`src/rtl/regfile_write_arbiter_if.sv`:
```
// Write-port bundle shared by the CPU writeback stage, the peripheral requester
// and the register file, as seen from the requesters (master) and the arbiter (slave).
interface regfile_write_arbiter_if #(
  parameter int DEPTH = 4
);
  logic                     cpu_we;
  logic [4:0]               cpu_wreg;
  logic [31:0]              cpu_wdata;
  logic                     cpu_stall;
  logic                     per_valid;
  logic [4:0]               per_wreg;
  logic [31:0]              per_wdata;
  logic                     per_ready;
  logic                     rf_we;
  logic [4:0]               rf_wreg;
  logic [31:0]              rf_wdata;
  logic                     rf_src_per;
  logic [7:0]               drop_count;
  logic [$clog2(DEPTH):0]   fifo_count;

  modport master (
    output cpu_we, cpu_wreg, cpu_wdata, per_valid, per_wreg, per_wdata,
    input  cpu_stall, per_ready, rf_we, rf_wreg, rf_wdata, rf_src_per,
           drop_count, fifo_count
  );

  modport slave (
    input  cpu_we, cpu_wreg, cpu_wdata, per_valid, per_wreg, per_wdata,
    output cpu_stall, per_ready, rf_we, rf_wreg, rf_wdata, rf_src_per,
           drop_count, fifo_count
  );
endinterface

```
`src/rtl/regfile_write_arbiter.sv`:
```
// Arbitrates the register file write port: CPU first, peripheral writes queued
// in a FIFO, with a forced FIFO cycle after MAX_WAIT consecutive CPU wins.
module regfile_write_arbiter #(
  parameter int          DEPTH        = 4,
  parameter int          MAX_WAIT     = 8,
  parameter logic [31:0] PROTECT_MASK = 32'h0000_0101
) (
  input logic                    clock,
  input logic                    ctrl_reset_n,
  regfile_write_arbiter_if.slave bus
);
  localparam int AW = $clog2(DEPTH);
  localparam int CW = AW + 1;
  localparam int WW = $clog2(MAX_WAIT + 1);

  typedef enum logic {NORMAL, FORCE} state_e;

  typedef struct packed {
    logic [4:0]  wreg;
    logic [31:0] wdata;
  } wr_t;

  state_e          state_q, state_d;
  logic [WW-1:0]   wait_q, wait_d;
  wr_t             mem_q [DEPTH];
  logic [AW-1:0]   wr_ptr_q, rd_ptr_q;
  logic [CW-1:0]   count_q;
  logic            rf_we_q, rf_src_per_q;
  logic [4:0]      rf_wreg_q;
  logic [31:0]     rf_wdata_q;
  logic [7:0]      drop_q, drop_d;
  logic [8:0]      drop_sum;

  logic full, empty, push, enq, pop, grant, grant_per, cpu_drop, per_drop;
  wr_t  grant_wr;

  // Occupancy is registered, so per_ready never depends on this cycle's pop.
  assign full     = (count_q == CW'(DEPTH));
  assign empty    = (count_q == '0);
  assign push     = bus.per_valid & ~full;
  assign per_drop = push & PROTECT_MASK[bus.per_wreg];
  assign enq      = push & ~per_drop;

  always_comb begin
    // NOTE: every output of this block gets a default first, so no path infers a latch.
    state_d   = state_q;
    wait_d    = wait_q;
    pop       = 1'b0;
    grant     = 1'b0;
    grant_per = 1'b0;
    cpu_drop  = 1'b0;
    grant_wr  = mem_q[rd_ptr_q];
    case (state_q)
      NORMAL: begin
        cpu_drop = bus.cpu_we & PROTECT_MASK[bus.cpu_wreg];
        if (bus.cpu_we && !cpu_drop) begin
          grant    = 1'b1;
          grant_wr = '{wreg: bus.cpu_wreg, wdata: bus.cpu_wdata};
          if (empty) begin
            wait_d = '0;
          end else begin
            wait_d = wait_q + 1'b1;
            if (wait_q == WW'(MAX_WAIT - 1)) state_d = FORCE;
          end
        end else begin
          wait_d = '0;
          if (!empty) begin
            pop       = 1'b1;
            grant     = 1'b1;
            grant_per = 1'b1;
          end
        end
      end
      FORCE: begin
        // FIFO cannot be empty here: only this arbiter pops it.
        pop       = 1'b1;
        grant     = 1'b1;
        grant_per = 1'b1;
        wait_d    = '0;
        state_d   = NORMAL;
      end
      default: state_d = NORMAL;
    endcase
  end

  assign drop_sum = {1'b0, drop_q} + 9'(cpu_drop) + 9'(per_drop);
  assign drop_d   = drop_sum[8] ? 8'hFF : drop_sum[7:0];

  // NOTE: sequential state uses non-blocking assignments only.
  always_ff @(posedge clock or negedge ctrl_reset_n) begin
    if (!ctrl_reset_n) begin
      state_q      <= NORMAL;
      wait_q       <= '0;
      wr_ptr_q     <= '0;
      rd_ptr_q     <= '0;
      count_q      <= '0;
      rf_we_q      <= 1'b0;
      rf_src_per_q <= 1'b0;
      rf_wreg_q    <= '0;
      rf_wdata_q   <= '0;
      drop_q       <= '0;
    end else begin
      state_q      <= state_d;
      wait_q       <= wait_d;
      drop_q       <= drop_d;
      count_q      <= count_q + CW'(enq) - CW'(pop);
      rf_we_q      <= grant;
      rf_src_per_q <= grant_per;
      if (enq) wr_ptr_q <= wr_ptr_q + 1'b1;
      if (pop) rd_ptr_q <= rd_ptr_q + 1'b1;
      if (grant) begin
        rf_wreg_q  <= grant_wr.wreg;
        rf_wdata_q <= grant_wr.wdata;
      end
    end
  end

  // NOTE: FIFO storage is not reset; pointers and occupancy decide which entries are valid.
  always_ff @(posedge clock) begin
    if (enq) mem_q[wr_ptr_q] <= '{wreg: bus.per_wreg, wdata: bus.per_wdata};
  end

  assign bus.cpu_stall  = (state_q == FORCE);
  assign bus.per_ready  = ~full;
  assign bus.rf_we      = rf_we_q;
  assign bus.rf_wreg    = rf_wreg_q;
  assign bus.rf_wdata   = rf_wdata_q;
  assign bus.rf_src_per = rf_src_per_q;
  assign bus.drop_count = drop_q;
  assign bus.fifo_count = count_q;
endmodule
```
`src/flat_wrapper.sv`:
```
// flat-port wrapper written by rule: the top's interface ports become plain ports
module regfile_write_arbiter_flat 
#(
  parameter int          DEPTH        = 4,
  parameter int          MAX_WAIT     = 8,
  parameter logic [31:0] PROTECT_MASK = 32'h0000_0101
)
  (clock, ctrl_reset_n, bus_cpu_we, bus_cpu_wreg, bus_cpu_wdata, bus_per_valid, bus_per_wreg, bus_per_wdata, bus_cpu_stall, bus_per_ready, bus_rf_we, bus_rf_wreg, bus_rf_wdata, bus_rf_src_per, bus_drop_count, bus_fifo_count);
  regfile_write_arbiter_if #(.DEPTH(DEPTH)) bus_i ();
  input logic clock;
  input logic ctrl_reset_n;
  input wire logic [$bits(bus_i.cpu_we)-1:0] bus_cpu_we;
  input wire logic [$bits(bus_i.cpu_wreg)-1:0] bus_cpu_wreg;
  input wire logic [$bits(bus_i.cpu_wdata)-1:0] bus_cpu_wdata;
  input wire logic [$bits(bus_i.per_valid)-1:0] bus_per_valid;
  input wire logic [$bits(bus_i.per_wreg)-1:0] bus_per_wreg;
  input wire logic [$bits(bus_i.per_wdata)-1:0] bus_per_wdata;
  output wire logic [$bits(bus_i.cpu_stall)-1:0] bus_cpu_stall;
  output wire logic [$bits(bus_i.per_ready)-1:0] bus_per_ready;
  output wire logic [$bits(bus_i.rf_we)-1:0] bus_rf_we;
  output wire logic [$bits(bus_i.rf_wreg)-1:0] bus_rf_wreg;
  output wire logic [$bits(bus_i.rf_wdata)-1:0] bus_rf_wdata;
  output wire logic [$bits(bus_i.rf_src_per)-1:0] bus_rf_src_per;
  output wire logic [$bits(bus_i.drop_count)-1:0] bus_drop_count;
  output wire logic [$bits(bus_i.fifo_count)-1:0] bus_fifo_count;
  assign bus_i.cpu_we = bus_cpu_we;
  assign bus_i.cpu_wreg = bus_cpu_wreg;
  assign bus_i.cpu_wdata = bus_cpu_wdata;
  assign bus_i.per_valid = bus_per_valid;
  assign bus_i.per_wreg = bus_per_wreg;
  assign bus_i.per_wdata = bus_per_wdata;
  assign bus_cpu_stall = bus_i.cpu_stall;
  assign bus_per_ready = bus_i.per_ready;
  assign bus_rf_we = bus_i.rf_we;
  assign bus_rf_wreg = bus_i.rf_wreg;
  assign bus_rf_wdata = bus_i.rf_wdata;
  assign bus_rf_src_per = bus_i.rf_src_per;
  assign bus_drop_count = bus_i.drop_count;
  assign bus_fifo_count = bus_i.fifo_count;
  regfile_write_arbiter #(.DEPTH(DEPTH), .MAX_WAIT(MAX_WAIT), .PROTECT_MASK(PROTECT_MASK)) u_core (.clock(clock), .ctrl_reset_n(ctrl_reset_n), .bus(bus_i));
endmodule
```
`config.mk`:
```
export PLATFORM = sky130hd
export DESIGN_NAME = regfile_write_arbiter_flat
export DESIGN_NICKNAME = d
export VERILOG_FILES = /design/src/rtl/regfile_write_arbiter_if.sv /design/src/rtl/regfile_write_arbiter.sv /design/src/flat_wrapper.sv
export SDC_FILE = /design/constraint.sdc
export NUM_CORES = 1
export LEC_CHECK = 0
export BUFFER_PORTS_ARGS = -buffer_cell sky130_fd_sc_hd__buf_2
export CAP_MARGIN = 20
export CORE_ASPECT_RATIO = 0.7
export CORE_MARGIN = 2
export CORE_UTILIZATION = 40
export DETAILED_ROUTE_END_ITERATION = 10
export GPL_ROUTABILITY_DRIVEN = 0
export PLACE_DENSITY = 0.61
export SYNTH_ARGS = -nofsm -noshare
export SYNTH_HDL_FRONTEND = slang
export SYNTH_SLANG_ARGS = --single-unit
```
`constraint.sdc`:
```
create_clock -name clock -period 3.25 [get_ports clock]
set_input_delay 0.1625 -clock clock [delete_from_list [all_inputs] [get_ports clock]]
set_output_delay 0.1625 -clock clock [all_outputs]
set_load 0.02 [all_outputs]
```
Word level (Yosys, flattened, before mapping) --
Memories as Yosys holds them, arrays and structs flattened. Cells that the tools add are included.
Operators by class: reductions and logical operators 3, multiplexer cells 20, equality and inequality tests 2, $add $sub $neg 7, bitwise gates (word level) 7, order comparisons 2
Operators with widths (number):
- 2-to-1 mux 37 bit | 2
- < comparator 5 x 6 -> 1 bit (second input constant) | 2
- 2-to-1 mux 1 bit | 11
- adder 8 x 1 -> 9 bit | 1
- adder 9 x 1 -> 9 bit | 1
- 2-to-1 mux 4 bit | 2
- 2-to-1 mux 8 bit | 1
- one-hot mux 4 bit (2 select lines) | 1
- one-hot mux 1 bit (2 select lines) | 3
- adder 2 x 1 -> 2 bit (second input constant) | 2
- adder 4 x 1 -> 4 bit (second input constant) | 1
- AND 1 bit | 4
- == test 4 x 3 -> 1 bit (second input constant) | 1
- adder 3 x 1 -> 3 bit | 1
- == test 3 bit (second input constant) | 1
- logical NOT 3 bit | 1
- NOT 1 bit | 3
- subtractor 3 x 1 -> 3 bit | 1
- logical AND 1 bit | 1
- logical NOT 1 bit | 1
Word-level totals: ROM bits 64, memories 3, bits in registers 59, output and inout bits 52, input bits 78, logic and storage cells 54, RAM bits 148
Memory list:
- u_core.mem_q | depth 4, bits a word 37, read ports 1, clocked after Yosys merged registers in 0, wr ports 1, RTL line regfile_write_arbiter.sv:25 | wr_t mem_q [DEPTH];
- (name not given) | depth 32, bits a word 1, read ports 1, clocked after Yosys merged registers in 0, wr ports 0, RTL line regfile_write_arbiter.sv:41 | assign per_drop = push & PROTECT_MASK[bus.per_wreg];
- (name not given) | depth 32, bits a word 1, read ports 1, clocked after Yosys merged registers in 0, wr ports 0, RTL line regfile_write_arbiter.sv:55 | cpu_drop = bus.cpu_we & PROTECT_MASK[bus.cpu_wreg];

Depth between registers and ports, before layout --
word-level depth 8, gate-level depth with buffers 10, depth with buffers taken out 9

Least setup slack after synthesis --
Ideal clock, no wire load.
kind reg2reg, start reg u_core.count_q[1] (netlist: u_core.bus.fifo_count[1]), end mem u_core.mem_q[0][0] (netlist name) (enable), setup slack 753 ps, stages on the path, launching flop included 5, required time 2852 ps, arrival 2099 ps, cell sequence dfrtp_1 > or3b_1 > and3_1 > buf_2 > and2_1
On the way: longest elaborated chain between the ends 8
RTL lines:
- from (decl) | RTL line regfile_write_arbiter.sv:27 | logic [CW-1:0] count_q;
- from (signal assigned) | RTL line regfile_write_arbiter.sv:106 | count_q <= count_q + CW'(enq) - CW'(pop);
- == test 3 bit (*) | RTL line regfile_write_arbiter.sv:38 | assign full = (count_q == CW'(DEPTH));
- NOT 1 bit (*)
- via bus_per_ready | RTL line flat_wrapper.sv:19 | output wire logic [$bits(bus_i.per_ready)-1:0] bus_per_ready;
- AND 1 bit (*) | RTL line regfile_write_arbiter.sv:40 | assign push = bus.per_valid & ~full;
- AND 1 bit | RTL line regfile_write_arbiter.sv:41
- NOT 1 bit | RTL line regfile_write_arbiter.sv:42 | assign enq = push & ~per_drop;
- AND 1 bit (*) | RTL line regfile_write_arbiter.sv:42
- via u_core.enq | RTL line regfile_write_arbiter.sv:34 | logic full, empty, push, enq, pop, grant, grant_per, cpu_drop, per_drop;
- 2-to-1 mux 1 bit (*) | RTL line regfile_write_arbiter.sv:120 | if (enq) mem_q[wr_ptr_q] <= '{wreg: bus.per_wreg, wdata: bus.per_wdata};
- 2-to-1 mux 1 bit (implied by the code) (*) | RTL line regfile_write_arbiter.sv:120
- to (decl) | RTL line regfile_write_arbiter.sv:25
Mark *: on every way through the listed nets, which the timed path passes. The rest lies on a longest branch.

Worst setup path in the final report --
start in bus_cpu_wreg[0], end reg u_core.drop_q[5] (netlist: u_core.bus.drop_count[5])
On the way: longest elaborated chain between the ends 7
RTL lines:
- from (decl) | RTL line flat_wrapper.sv:13 | input wire logic [$bits(bus_i.cpu_wreg)-1:0] bus_cpu_wreg;
- memory read (32 x 1 bit)
- 2-to-1 mux 1 bit (implied by the code) | RTL line regfile_write_arbiter.sv:55
- AND 1 bit | RTL line regfile_write_arbiter.sv:55
- 2-to-1 mux 1 bit | RTL line regfile_write_arbiter.sv:53 | case (state_q)
- adder 8 x 1 -> 9 bit | RTL line regfile_write_arbiter.sv:86 | assign drop_sum = {1'b0, drop_q} + 9'(cpu_drop) + 9'(per_drop);
- adder 9 x 1 -> 9 bit | RTL line regfile_write_arbiter.sv:86
- 2-to-1 mux 8 bit | RTL line regfile_write_arbiter.sv:87 | assign drop_d = drop_sum[8] ? 8'hFF : drop_sum[7:0];
- via u_core.drop_d[5] | RTL line regfile_write_arbiter.sv:31 | logic [7:0] drop_q, drop_d;
- to (signal assigned) | RTL line regfile_write_arbiter.sv:105 | drop_q <= drop_d;
- to (decl) | RTL line regfile_write_arbiter.sv:31
The timed path passes the listed nets, and every way through them passes these cells. The select of a mux whose other input is x is not followed. A chain may end at the register's enable or synchronous reset.

==> metrics.md <==
| Metric | Value |
|---|---|
| Worst setup margin | 0.466 ns |
| WP data required | 3.67 ns |
| I/O pin cnt | 130 |
| Hold Fails Final Rpt | 0 |
| Worst path arrival time | 3.21 ns |
| GRT Total Usage | 0.187 |
| Clock sinks | 207 |
| Area of the multi-input gates | 2180 µm² |
| Max Cap Violations | 0 |
| Final cell count without fillers | 990 |
| Post-Place Worst Slack | 0.561 ns |
| Cell Area, Placed | 9260 µm² |
| Hold Crit Depth | 3 |
| Clk Latency, worst-skew pair | 0.49 ns |
| Yosys reg bits | 207 |
| WL/cell | 20.3 µm |
| Placed Cells incl. Taps | 881 |
| CP Max Fanout | 35 |
| Clock root cell | clkbuf_16 |
| Die footprint | 21,900 µm² |
| Grt total ovfl | 0 |
| Max incr delay on CP | 0.70 ns |
| Post-DP HPWL | 12,200 µm |
| Unrepaired setup endpoints after global routing | false |
| Largest net degree at the start of global routing | 39 |
| Starting Density | 0.413 |
| CTS buffer count | 20 |
| Synthesized area | 8270 µm² |
| Final WL | 20,100 µm |
| Postcts setup bufs | 0 |
| Htree depth | 1 |
| Share of cells above drive strength 1 | 0.306 |
| Hold WC Path Type | in -> reg |
| NumNets Final | 794 |
| Status | completed |
| Max-slew headroom | 0.288 |
| Number of DRC markers in iteration 0 | 441 |
| Top cells by area, synth | edfxtp_1, dfrtp_1, mux4_2 |
| Syn_nets | 595 |
| Yosys Warn Count | 0 |
| Top cell type's share of synthesized area | 0.538 |
| Core area | 20,000 µm² |
| CP Capture Type | register |
| Vias per cell | 5.39 |
| Final instance area | 10,600 µm² |
| Setup TNS | 0 ns |
| Clock transition at path regs | 0.06 ns |
| Register area | 5920 µm² |
| Initial antenna violation count | 0 |
| Vias in the first global route | 5,682 |
| IO Port Bufs | 129 |
| CP max stage cell | or4_2 |
| Fill count | 1,656 |
| Maximum VDD drop | 459 µV |
| CP cell instances | dlygate4sd3_1, buf_2, or4_2, buf_4, nor2_1, fa_1, ha_1, and4_1, nand4_1, nand3_1 |
| Detail Route Antenna Nets | 0 |
| Leakage power | 0.00396 µW |
| Top cell type by total area after synthesis | edfxtp_1 |
| Cells after synthesis | 507 |
| Syn Area/Cell | 16.3 µm² |
| Synth-to-layout area growth | 28.4% |
| Die Ht | 124 µm |
| Drt drc | 0 |
| Sequential share of the synthesized area | 0.716 |
| Startpoint types | input port |
| DR pass1 iterations | 4 |
| Row cnt | 43 |
| Fmax | 0.359 GHz |
| Slew @ Worst Pin | 1.07 ns |
| Antenna diodes | 0 |
| Tcrit/Tclk final | 0.857 |
| Vias post-DR | 5,333 |
| Tmin final | 2.78 ns |
| R2r worst-path depth | 8 |
| WS Path Type | in -> reg |
| Clock buffer depth | 3 |
| Synth cell types | 37 |
| Slew Viols, Final | 0 |
| Max Clock Skew | 0.00817 ns |
| CTS tree | built |
| Final setup viols | 0 |
| P per Cell Area | 817 nW/µm² |
| Die Width | 176 µm |
| First-pass GRT wire length | 31,500 µm |
[cell usage after synthesis]
cell type,n
or4_1,3
buf_2,13
edfxtp_1,148
nand4_1,1
buf_1,5
mux4_2,37
nor4_1,2
mux2_2,1
or3_1,1
and4_1,1
o311ai_0,1
o211ai_1,1
mux2i_1,1
nand2_1,12
clkbuf_1,15
mux2_4,1
and2_1,4
o21ai_1,3
fa_1,2
a21oi_1,1
a31oi_1,39
nor2_1,6
inv_1,7
ha_1,8
nand2b_1,4
a21oi_2,1
buf_4,4
dfrtp_1,59
nor3_1,39
nand3_1,38
xnor2_1,6
nor2b_1,2
and3_1,1
or3b_1,1
o41a_1,1
o21ai_0,35
xor2_1,3
[final timing paths]
check                                                        start                                 end  slack, ns
worst max-delay path                               bus_cpu_wreg[0]  u_core.bus.drop_count[5]$_DFF_PN0_       0.47
worst min-delay path                               bus_cpu_wreg[2]   u_core.bus.rf_wreg[2]$_DFFE_PN0P_       0.04
worst max register to register  u_core.bus.fifo_count[1]$_DFF_PN0_  u_core.bus.drop_count[5]$_DFF_PN0_       0.81
worst min register to register          u_core.wait_q[3]$_DFF_PN0_      u_core.bus.cpu_stall$_DFF_PN0_       0.47
max in group asynchronous                             ctrl_reset_n      u_core.rd_ptr_q[1]$_DFFE_PN0N_       2.32
min in group asynchronous                             ctrl_reset_n  u_core.bus.rf_wdata[7]$_DFFE_PN0P_       0.17
[cell usage in the layout (no fill, tap or decap), types with 20 or more instances in the layout]
cell type / synthesis / routed
dfrtp_1: 59 / 57
clkbuf_16: 0 / 20
edfxtp_1: 148 / 148
nand3_1: 38 / 38
o21ai_0: 35 / 35
a31oi_1: 39 / 39
nor3_1: 39 / 39
buf_2: 13 / 129
mux4_2: 37 / 37
dlygate4sd3_1: 0 / 73
[routing by layer]
layer / GRT usage / up-vias / share of wire
li1: - / 2400 / -
met1: 0.250 / 2691 / 0.42
met2: 0.317 / 208 / 0.49
met3: 0.0369 / 34 / 0.068
met4: 0.0481 / 0 / 0.023
met5: 0 / - / 0
[power breakdown]
| group | switching (µW) | total (µW) | internal (µW) |
|---|---|---|---|
| clock | 934 | 2210 | 1270 |
| combinational | 1370 | 2490 | 1120 |
| sequential | 443 | 3980 | 3530 |
| total | 2750 | 8680 | 5930 |
[flip-flops by register name, summed over array words and instances, names as in the netlist, 2 cells and up]
signal / count
u_core.mem_q: 148
u_core.bus.rf_wdata: 32
u_core.bus.fifo_count: 3
u_core.bus.rf_wreg: 5
u_core.bus.drop_count: 8
u_core.rd_ptr_q: 2
u_core.wait_q: 4
u_core.wr_ptr_q: 2
[area by class of cell]
type                       instances  share of cell area
clock buffer                      31              0.0529
clock inverter                     5             0.00566
inverter                           7             0.00247
multi-input combinational        256               0.205
sequential                       207               0.558
tap                              270              0.0318
timing repair buffer             214               0.144
[stage by stage]
step                power, µW  hold WS (ns)  utilization
global route             9130        0.0370        0.530
CTS                      8770        0.0360        0.530
floorplan                5570        -0.133            -
finish                   8680        0.0366        0.530
global placement         6400         0.142        0.463
detailed placement       6490         0.147        0.463
[what timing repair did]
action / CTS / global route
hold buffers: 73 / 0
endpoints found under the hold margin: 202 / 0
resized for setup: 0 / 0
[critical path, delay by kind of cell]
kind	cells	cell delay (ns)
and+or+nand+nor	5	1.53
buffers and inverters	3	1.02
adders and majority gates	2	0.50
[kinds of logic after synthesis]
| logic type | synth area share |
|---|---|
| flip-flops | 0.716 |
| AND/OR/NAND/NOR | 0.0710 |
| AO/OA/AOI/OAI | 0.0575 |
| buffers and inverters | 0.0238 |
| multiplexers | 0.105 |
| adder cells (fa/ha/maj) | 0.0169 |
| XOR/XNOR | 0.00953 |
(Power assumes the default switching activity.)
